<file path="src/rtl/pixie_video_scanout_if.sv">
// Frame-buffer read-port bundle between the scan-out engine (master) and the
// dual-port frame buffer's port B (slave).
interface pixie_video_scanout_if;
    logic       fb_en;
    logic [9:0] fb_addr;
    logic [7:0] fb_data;

    modport master (output fb_en, output fb_addr, input fb_data);
    modport slave  (input fb_en, input fb_addr, output fb_data);
endinterface

</file>
<file path="src/rtl/pixie_video_scanout.sv">
// Pixie raster scan-out: h/v timing, frame-buffer prefetch one byte ahead of need,
// and an MSB-first shifter with horizontal/vertical pixel replication.
module pixie_video_scanout #(
    parameter int unsigned H_TOTAL        = 112,
    parameter int unsigned H_ACTIVE_START = 32,
    parameter int unsigned H_SCALE        = 1,
    parameter int unsigned HSYNC_START    = 0,
    parameter int unsigned HSYNC_LEN      = 12,
    parameter int unsigned V_TOTAL        = 262,
    parameter int unsigned V_ACTIVE_START = 64,
    parameter int unsigned V_ROWS         = 32,
    parameter int unsigned V_SCALE        = 4,
    parameter int unsigned VSYNC_START    = 0,
    parameter int unsigned VSYNC_LEN      = 16
) (
    input  logic                         clk,
    input  logic                         reset,
    input  logic                         ce_pix,
    input  logic                         display_on,
    pixie_video_scanout_if.master        fb,
    output logic                         pix,
    output logic                         hsync,
    output logic                         vsync,
    output logic                         hblank,
    output logic                         vblank,
    output logic                         de,
    output logic                         frame_start
);
    localparam int unsigned HW = $clog2(H_TOTAL);
    localparam int unsigned VW = $clog2(V_TOTAL);

    // Unsigned wrap-around turns a two-sided range test into one compare.
    function automatic logic in_win(input logic [31:0] x, input logic [31:0] start,
                                    input logic [31:0] len);
        return (x - start) < len;
    endfunction

    logic [HW-1:0] h_q, h_d;
    logic [VW-1:0] v_q, v_d;
    logic [6:0]    src_row_q, src_row_d;
    logic [7:0]    rep_q, rep_d;
    logic [1:0]    scale_q, scale_d;
    logic [2:0]    bit_q, bit_d;
    logic [3:0]    byte_q, byte_d;
    logic [7:0]    shift_q, shift_d;
    logic          load_q, load_d;
    logic          pix_q, pix_d, hsync_q, hsync_d, vsync_q, vsync_d;
    logic          hblank_q, hblank_d, vblank_q, vblank_d, de_q, de_d, fs_q, fs_d;

    logic [31:0] h_ext, v_ext;
    logic        h_last, v_last, h_act, v_act, byte_end, fetch;
    logic [7:0]  cur;

    always_comb begin
        h_ext    = 32'(h_q);
        v_ext    = 32'(v_q);
        h_last   = (h_ext == H_TOTAL - 1);
        v_last   = (v_ext == V_TOTAL - 1);
        h_act    = in_win(h_ext, H_ACTIVE_START, 64 * H_SCALE);
        v_act    = in_win(v_ext, V_ACTIVE_START, V_ROWS * V_SCALE);
        byte_end = h_act && (32'(scale_q) == H_SCALE - 1) && (bit_q == 3'd7);
        // byte_q[3] set means byte 7 has already been fetched on this line.
        fetch    = v_act && ((h_ext == H_ACTIVE_START - 1) || (byte_end && !byte_q[3]));
        cur      = load_q ? fb.fb_data : shift_q;
    end

    assign fb.fb_en   = ce_pix & ~reset & fetch;
    assign fb.fb_addr = {src_row_q, byte_q[2:0]};

    always_comb begin
        h_d       = h_q;
        v_d       = v_q;
        src_row_d = src_row_q;
        rep_d     = rep_q;
        scale_d   = scale_q;
        bit_d     = bit_q;
        byte_d    = byte_q;
        shift_d   = shift_q;
        load_d    = load_q;
        pix_d     = pix_q;
        hsync_d   = hsync_q;
        vsync_d   = vsync_q;
        hblank_d  = hblank_q;
        vblank_d  = vblank_q;
        de_d      = de_q;
        fs_d      = ce_pix & h_last & v_last;

        if (ce_pix) begin
            hsync_d  = in_win(h_ext, HSYNC_START, HSYNC_LEN);
            vsync_d  = in_win(v_ext, VSYNC_START, VSYNC_LEN);
            hblank_d = ~h_act;
            vblank_d = ~v_act;
            de_d     = h_act & v_act;
            pix_d    = cur[7] & display_on & h_act & v_act;
            load_d   = fetch;
            shift_d  = cur;

            if (h_act) begin
                if (32'(scale_q) == H_SCALE - 1) begin
                    shift_d = {cur[6:0], 1'b0};
                    scale_d = '0;
                    bit_d   = bit_q + 1'b1;
                end else begin
                    scale_d = scale_q + 1'b1;
                end
            end

            if (fetch) begin
                byte_d = byte_q + 1'b1;
            end

            if (h_last) begin
                h_d     = '0;
                v_d     = v_last ? '0 : v_q + 1'b1;
                byte_d  = '0;
                scale_d = '0;
                bit_d   = '0;
                if (v_act) begin
                    if (32'(rep_q) == V_SCALE - 1) begin
                        rep_d     = '0;
                        src_row_d = src_row_q + 1'b1;
                    end else begin
                        rep_d = rep_q + 1'b1;
                    end
                end
                if (32'(v_d) == V_ACTIVE_START) begin
                    rep_d     = '0;
                    src_row_d = '0;
                end
            end else begin
                h_d = h_q + 1'b1;
            end
        end
    end

    always_ff @(posedge clk) begin
        if (reset) begin
            h_q       <= '0;
            v_q       <= '0;
            src_row_q <= '0;
            rep_q     <= '0;
            scale_q   <= '0;
            bit_q     <= '0;
            byte_q    <= '0;
            shift_q   <= '0;
            load_q    <= 1'b0;
            pix_q     <= 1'b0;
            hsync_q   <= 1'b0;
            vsync_q   <= 1'b0;
            hblank_q  <= 1'b1;
            vblank_q  <= 1'b1;
            de_q      <= 1'b0;
            fs_q      <= 1'b0;
        end else begin
            h_q       <= h_d;
            v_q       <= v_d;
            src_row_q <= src_row_d;
            rep_q     <= rep_d;
            scale_q   <= scale_d;
            bit_q     <= bit_d;
            byte_q    <= byte_d;
            shift_q   <= shift_d;
            load_q    <= load_d;
            pix_q     <= pix_d;
            hsync_q   <= hsync_d;
            vsync_q   <= vsync_d;
            hblank_q  <= hblank_d;
            vblank_q  <= vblank_d;
            de_q      <= de_d;
            fs_q      <= fs_d;
        end
    end

    assign pix         = pix_q;
    assign hsync       = hsync_q;
    assign vsync       = vsync_q;
    assign hblank      = hblank_q;
    assign vblank      = vblank_q;
    assign de          = de_q;
    assign frame_start = fs_q;
endmodule

</file>
<file path="src/flat_wrapper.sv">
// flat-port wrapper written by rule: the top's interface ports become plain ports
module pixie_video_scanout_flat 
#(
    parameter int unsigned H_TOTAL        = 112,
    parameter int unsigned H_ACTIVE_START = 32,
    parameter int unsigned H_SCALE        = 1,
    parameter int unsigned HSYNC_START    = 0,
    parameter int unsigned HSYNC_LEN      = 12,
    parameter int unsigned V_TOTAL        = 262,
    parameter int unsigned V_ACTIVE_START = 64,
    parameter int unsigned V_ROWS         = 32,
    parameter int unsigned V_SCALE        = 4,
    parameter int unsigned VSYNC_START    = 0,
    parameter int unsigned VSYNC_LEN      = 16
)
  (clk, reset, ce_pix, display_on, pix, hsync, vsync, hblank, vblank, de, frame_start, fb_fb_en, fb_fb_addr, fb_fb_data);
  pixie_video_scanout_if fb_i ();
  input  logic clk;
  input  logic reset;
  input  logic ce_pix;
  input  logic display_on;
  output logic pix;
  output logic hsync;
  output logic vsync;
  output logic hblank;
  output logic vblank;
  output logic de;
  output logic frame_start;
  output wire logic [$bits(fb_i.fb_en)-1:0] fb_fb_en;
  output wire logic [$bits(fb_i.fb_addr)-1:0] fb_fb_addr;
  input wire logic [$bits(fb_i.fb_data)-1:0] fb_fb_data;
  assign fb_fb_en = fb_i.fb_en;
  assign fb_fb_addr = fb_i.fb_addr;
  assign fb_i.fb_data = fb_fb_data;
  pixie_video_scanout #(.H_TOTAL(H_TOTAL), .H_ACTIVE_START(H_ACTIVE_START), .H_SCALE(H_SCALE), .HSYNC_START(HSYNC_START), .HSYNC_LEN(HSYNC_LEN), .V_TOTAL(V_TOTAL), .V_ACTIVE_START(V_ACTIVE_START), .V_ROWS(V_ROWS), .V_SCALE(V_SCALE), .VSYNC_START(VSYNC_START), .VSYNC_LEN(VSYNC_LEN)) u_core (.clk(clk), .reset(reset), .ce_pix(ce_pix), .display_on(display_on), .fb(fb_i), .pix(pix), .hsync(hsync), .vsync(vsync), .hblank(hblank), .vblank(vblank), .de(de), .frame_start(frame_start));
endmodule
</file>
<file path="config.mk">
export PLATFORM = sky130hd
export DESIGN_NAME = pixie_video_scanout_flat
export DESIGN_NICKNAME = d
export VERILOG_FILES = /design/src/rtl/pixie_video_scanout_if.sv /design/src/rtl/pixie_video_scanout.sv /design/src/flat_wrapper.sv
export SDC_FILE = /design/constraint.sdc
export NUM_CORES = 1
export LEC_CHECK = 0
export ABC_AREA = 1
export BUFFER_PORTS_ARGS = -buffer_cell sky130_fd_sc_hd__buf_4
export CAP_MARGIN = 40
export CORE_ASPECT_RATIO = 0.5
export CORE_MARGIN = 3
export CORE_UTILIZATION = 46
export DETAILED_ROUTE_END_ITERATION = 10
export PLACE_DENSITY_LB_ADDON = 0.3
export SLEW_MARGIN = 25
export SYNTH_ARGS = -nofsm -noshare
export SYNTH_HDL_FRONTEND = slang
export SYNTH_SLANG_ARGS = --single-unit
export TNS_END_PERCENT = 50
</file>
<file path="constraint.sdc">
create_clock -name clk -period 2.2 [get_ports clk]
set_input_delay 0.44 -clock clk [delete_from_list [all_inputs] [get_ports clk]]
set_output_delay 0.44 -clock clk [all_outputs]
set_load 0.01 [all_outputs]
</file>
Word-level counts from Yosys, hierarchy flattened
Cells that the tools add are included.
- $add $sub $neg: 9
- muxes and demuxes: 19
- magnitude comparators: 4
- equality and inequality tests: 6
- bitwise gates (word level): 11
- reductions and logical operators: 18
- operators with widths (kind ; number):
    two-way mux 8 bit ; 6
    less-than comparator 32 x 7 -> 1 bit (second input constant) ; 1
    less-than comparator 32 x 8 -> 1 bit (second input constant) ; 1
    two-way mux 7 bit ; 4
    adder 7 x 1 -> 7 bit (second input constant) ; 2
    nonzero test 2 bit ; 5
    subtractor 9 x 7 -> 10 bit (second input constant) ; 1
    adder 9 x 1 -> 9 bit (second input constant) ; 1
    equality test 9 x 7 -> 1 bit (second input constant) ; 1
    equality test 9 bit (second input constant) ; 1
    less-than comparator 9 x 5 -> 1 bit (second input constant) ; 1
    two-way mux 3 bit ; 3
    two-way mux 9 bit ; 1
    adder 8 x 1 -> 8 bit (second input constant) ; 1
    bitwise AND 1 bit ; 8
    equality test 8 x 2 -> 1 bit (second input constant) ; 1
    two-way mux 4 bit ; 2
    subtractor 7 x 6 -> 8 bit (second input constant) ; 1
    equality test 7 x 5 -> 1 bit (second input constant) ; 1
    equality test 7 bit (second input constant) ; 1
    less-than comparator 7 x 4 -> 1 bit (second input constant) ; 1
    two-way mux 2 bit ; 3
    AND reduction 2 bit ; 3
    AND reduction 3 bit ; 2
    10 further kinds ; 15
- logic and storage cells: 83
- output and inout port bits: 18
- input port bits: 12
- register bits after elaboration: 56

Logic depth before layout (Yosys ltp)
- depth in word-level cells: 9
- gate-level depth with buffers: 15
- depth with buffers taken out: 15

Worst setup path after synthesis
OpenSTA, ideal clock, no wires.
- kind: reg2reg
- start point: reg u_core.v_q[6]
- end point: reg u_core.rep_q[0]
- path buffers: 0
- data required time: 2088 ps
- arrival: 1804 ps
- library setup time: 112 ps
- cell stages (with the launch flop): 16
- period minus slack after synthesis: 1916 ps
- setup slack: 284 ps
- cells stage by stage: dfxtp_1 -> inv_1 -> ha_1 -> inv_1 -> nor2_2 -> nand3_4 -> nand2_1 -> nand2_1 -> nor2_4 -> nand3_4 -> nand2_4 -> nand2_1 -> inv_2 -> nand2_1 -> nand2_1 -> nor2_1
- cells in the longest elaborated chain, start to end: 5
- elaborated cells on any way between the ends: 9
- those cells by class: add/sub (2); order compare (1); eq/ne (2); mux (2); reduce/logical (2)
- ends and longest elaborated chain (what ; RTL line ; text):
    start, declared ; pixie_video_scanout.sv:39 ; logic [VW-1:0] v_q, v_d;
    start signal, assigned ; pixie_video_scanout.sv:156 ; v_q <= v_d;
    branches (longest 5 deep; another with less-than comparator 32 x 8 -> 1 bit) ; n/a ;
    end signal, assigned ; pixie_video_scanout.sv:158 ; rep_q <= rep_d;
    end, declared ; pixie_video_scanout.sv:41 ; logic [7:0] rep_q, rep_d;
Parallel ways; which one is timed is not known.
A chain may end at the register's enable or synchronous reset.

Worst setup path in the final report
- start point: reg u_core.h_q[6]
- end point: out fb_fb_en
- cells in the longest elaborated chain, start to end: 8
- elaborated cells on any way between the ends: 9
- those cells by class: add/sub (1); order compare (1); eq/ne (1); bitwise (1); reduce/logical (5)
- ends and longest elaborated chain (what ; RTL line ; text):
    start, declared ; pixie_video_scanout.sv:38 ; logic [HW-1:0] h_q, h_d;
    start signal, assigned ; pixie_video_scanout.sv:138 ; h_q <= '0;
    start signal, assigned ; pixie_video_scanout.sv:155 ; h_q <= h_d;
    subtractor 7 x 6 -> 8 bit ; pixie_video_scanout.sv:35 ; return (x - start) < len;
    less-than comparator 32 x 7 -> 1 bit ; pixie_video_scanout.sv:35 ;
    logical AND 1 bit (2 in series) ; pixie_video_scanout.sv:61 ; byte_end = h_act && (32'(scale_q) == H_SCALE - 1) && (bit_q == 3'd7);
    logical AND 1 bit ; pixie_video_scanout.sv:63 ; fetch = v_act && ((h_ext == H_ACTIVE_START - 1) || (byte_end && !byte_q[3]));
    logical OR 1 bit * ; pixie_video_scanout.sv:63 ;
    logical AND 1 bit * ; pixie_video_scanout.sv:63 ;
    bitwise AND 1 bit * ; pixie_video_scanout.sv:67 ; assign fb.fb_en = ce_pix & ~reset & fetch;
    end, declared ; flat_wrapper.sv:29 ; output wire logic [$bits(fb_i.fb_en)-1:0] fb_fb_en;
Every way passes the cells marked *; elsewhere a longest branch is shown, timed or not.

==> out/metrics.csv <==
stage,metric,value,unit
global_route,vias in the first global route,2659,
die,Die X-Extent,123,µm
route,via count,2981,
critical_path,CP cell instances,"inv_2, ha_4, nand2_1, inv_1, nand2_1, o21ai_1, nand3_1, nor2_1, buf_4",
placement,final RePlAce weighted congestion,0.900,
critical_path,Crit-path slowest cell,dfxtp_1,
critical_path,Worst Path Max Fanout,5,
outcome,status,"complete, no violations",
logic_synthesis,post-synthesis simple-gate area fraction,34.7,%
clocking,clk buf depth,2,
route,Residual DRC,0,
global_route,"Remaining Overflow, GRT",0,
global_route,antenna violations before repair,0,
sta,time the worst path needs with I/O delays and setup,2.08,ns
route,metal1 wirelength,3480,µm
critical_path,"Worst Path Class, Setup",reg -> out,
global_route,largest net degree at the start of global routing,17,
die,Rows,20,
sta,Worst Tran Pin Value,0.406,ns
placement,DP HPWL,4840,µm
die,core footprint,6360,µm²
logic_synthesis,adder-cell share of the synthesized area,5.94,%
placement,port bufs,29,
sta,fmax,481,MHz
pwr,Leakage,1.78,nW
logic_synthesis,largest cells by area after synthesis,"dfxtp_1, nand2_1, inv_1",
clocking,Sink Count,56,
logic_synthesis,"area leader, netlist",dfxtp_1,
logic_synthesis,Post-Syn Area,3160,µm²
critical_path,CP arrival,1.64,ns
logic_synthesis,post-synthesis mux area share,0.634,%
layout,Antenna diodes,0,
die,Die Height,64.6,µm
route,met3 WL post-DR,388,µm
sta,fin crit share,94.5,%
logic_synthesis,Syn. warnings,0,
critical_path,cell repeated most along the worst path,nand2_1,
pwr,Peak VDD IR,0.000347,V
sta,"Slew Viols, Final",0,
route,drt first pass iters,5,
route,routed vias/inst,5.04,
clocking,CTS root buffer,clkbuf_16,
die,# IOs,30,
logic_synthesis,largest family of logic cells by synthesized area,simple AND/OR/NAND/NOR gates,
sta,RSZ-0062 raised after global routing,false,
clocking,CTS Buf Count,5,
sta,slew margin rel.,72.8,%
layout,area grow syn2layout,18.3,%
critical_path,CP top delay family,flip-flops,
critical_path,"Largest stage delay, worst path",0.35,ns
logic_synthesis,Mean Syn Cell Area,6.81,µm²
route,Routed WL per cell,11.5,µm
critical_path,crit start category,flop,
sta,Setup TNS,0,ns
layout,layout cells sized above 1,15.9,%
route,final wirelength,6820,µm
logic_synthesis,Mapped Cells,464,
global_route,first-pass GRT wire length,11800,µm
sta,clock skew after layout,0.00551,ns
critical_path,crit path buf inv count,3,
logic_synthesis,Synth Area in Compound Gates,10.8,%
critical_path,critical path capture point type,output pin,
layout,fill count,612,
route,drt initial violations,204,
clocking,Worst-path clk slew,0.07,ns
pwr,total power,0.00191,W
route,"antenna viol nets, final",0,
die,Initial Util,49.7,%
logic_synthesis,Synth cell types,34,
route,metal2 WL,2900,µm
logic_synthesis,XOR/XNOR Fraction of Synth Area,1.90,%
logic_synthesis,Yosys top cell area share,35.5,%
global_route,Overall Global Routing Usage,18.0,%
job,Max Cap Viol,0,
min_path,hold crit path type,in -> reg,
die,die area,7960,µm²
clocking,CTS tree,yes,
pwr,PwrDens,511,nW/µm²
layout,Final #Nets,531,
clocking,Clock Latency Late Sink,0.30,ns
route,highest metal used,met4,
clocking,htree depth,2,
sta,Hold Fails Final Rpt,0,
logic_synthesis,syn nets,491,
critical_path,Critical Path RT,1.76,ns
sta,endpoints failing setup,0,
logic_synthesis,Synth Register Bits,56,
logic_synthesis,register area share after synthesis,35.5,%
critical_path,FF-to-FF setup slack,0.17,ns
-- metal layers --
| layer | track usage (%) | up-vias |
|---|---|---|
| li1 | - | 1573 |
| met1 | 25.3 | 1319 |
| met2 | 28.1 | 85 |
| met3 | 4.01 | 4 |
| met4 | 4.41 | 0 |
| met5 | 0 | - |
-- synth_stat cells --
library cell / count
a21oi_1: 26
a31oi_1: 1
and2_1: 1
buf_2: 5
buf_4: 3
buf_6: 1
clkbuf_1: 4
clkinv_1: 1
dfxtp_1: 56
ha_1: 15
inv_1: 66
inv_2: 2
mux2i_1: 2
nand2_1: 123
nand2_2: 2
nand2_4: 1
nand3_1: 31
nand3_4: 3
nand3b_1: 4
nand4_1: 11
nor2_1: 46
nor2_2: 4
nor2_4: 3
nor3_1: 5
nor3b_1: 4
o211ai_1: 2
o21ai_0: 21
o21ai_1: 2
o221ai_1: 2
o22ai_1: 9
or2_2: 2
xnor2_1: 1
xor2_1: 4
xor2_2: 1
-- timing repair --
item | 4_1_cts | 5_1_grt
hold buffers | 0 | 0
gates cloned | 0 | 2
setup endpoints to repair | 1 | 14
pin swaps | 1 | 4
gates resized for setup | 0 | 13
setup buffers | 1 | 3
-- state kept, by name (all words and copies together) (netlist names) --
| register | flops |
|---|---|
| u_core.h_q | 7 |
| u_core.pix | 1 |
| u_core.v_q | 9 |
| u_core.hblank | 1 |
| u_core.scale_q | 2 |
| u_core.rep_q | 8 |
| u_core.shift_q | 8 |
| u_core.load_q | 1 |
| u_core.de | 1 |
| u_core.src_row_q | 7 |
| u_core.byte_q | 4 |
| u_core.bit_q | 3 |
| u_core.vblank | 1 |
| u_core.frame_start | 1 |
| u_core.vsync | 1 |
| u_core.hsync | 1 |
-- per-stage QoR --
step	instances	area, µm²	hold slack (ns)	utilization [%]	worst slack, ns
final	592	3740	0.403	58.8	0.122
after global routing	592	3740	0.407	58.8	0.00175
after CTS	587	3650	0.403	57.4	0.00352
after detailed placement	579	3500	0.454	55.0	0.112
after global placement	579	3500	0.448	55.0	0.202
after floorplan	464	3160	0.428	-	0.284
-- area by class of cell --
class | instances | area, µm² | area share, %
sequential | 56 | 1120 | 30.1
clock inverter | 1 | 8.76 | 0.234
multi-input combinational | 328 | 1760 | 47.2
timing repair buffer | 44 | 330 | 8.84
clock buffer | 6 | 139 | 3.72
inverter | 69 | 262 | 7.00
tap | 88 | 110 | 2.95
-- path summary, 6_finish.rpt --
kind | start | endpoint | depth (start not counted)
worst max-delay path | u_core.h_q[6] | fb_fb_en | 9
worst min-delay path | reset | u_core.bit_q[2] | 2
worst max register to register | u_core.v_q[0] | u_core.src_row_q[4] | 10
worst min register to register | u_core.bit_q[0] | u_core.bit_q[0] | 1
-- cell usage in the layout (no fill, tap or decap), types with 5 or more instances in the layout --
master,netlist,layout
nand4_1,11,11
buf_4,3,44
nand3_1,31,30
nor2_1,46,46
o21ai_0,21,20
dfxtp_1,56,53
o22ai_1,9,9
nor3_1,5,5
ha_1,15,14
a21oi_1,26,26
inv_1,66,64
clkbuf_16,0,5
nand2_1,123,121
-- report_power, final --
group	switching, W	leakage [nW]	internal [W]
registers	0.00000411	0.454	0.00102
clock network	0.000362	0.0729	0.000450
logic	0.0000423	1.25	0.0000311
total	0.000409	1.78	0.00150
-- logic make-up (layout without fill, tap and decap cells) --
logic type,Yosys count,count (layout)
buffers and inverters,82,120
adders and majority gates,15,15
AOI/OAI and AO/OA,63,63
and+or+nand+nor,240,242
DFF,56,56
muxes,2,2
xor gates and xnor gates,6,6
-- worst reg2reg max path: stages, from the launching register on --
cell and delay [ns]:
dfxtp_1 0.37, ha_1 0.19, nand2_1 0.13, o21ai_0 0.20, nand3_1 0.16, nor2_2 0.21, nand3_4 0.15, nand2_2 0.14
nand3_2 0.18, nor2_1 0.14, nor2_1 0.05
No activity file was read; power rests on OpenSTA's default activity.
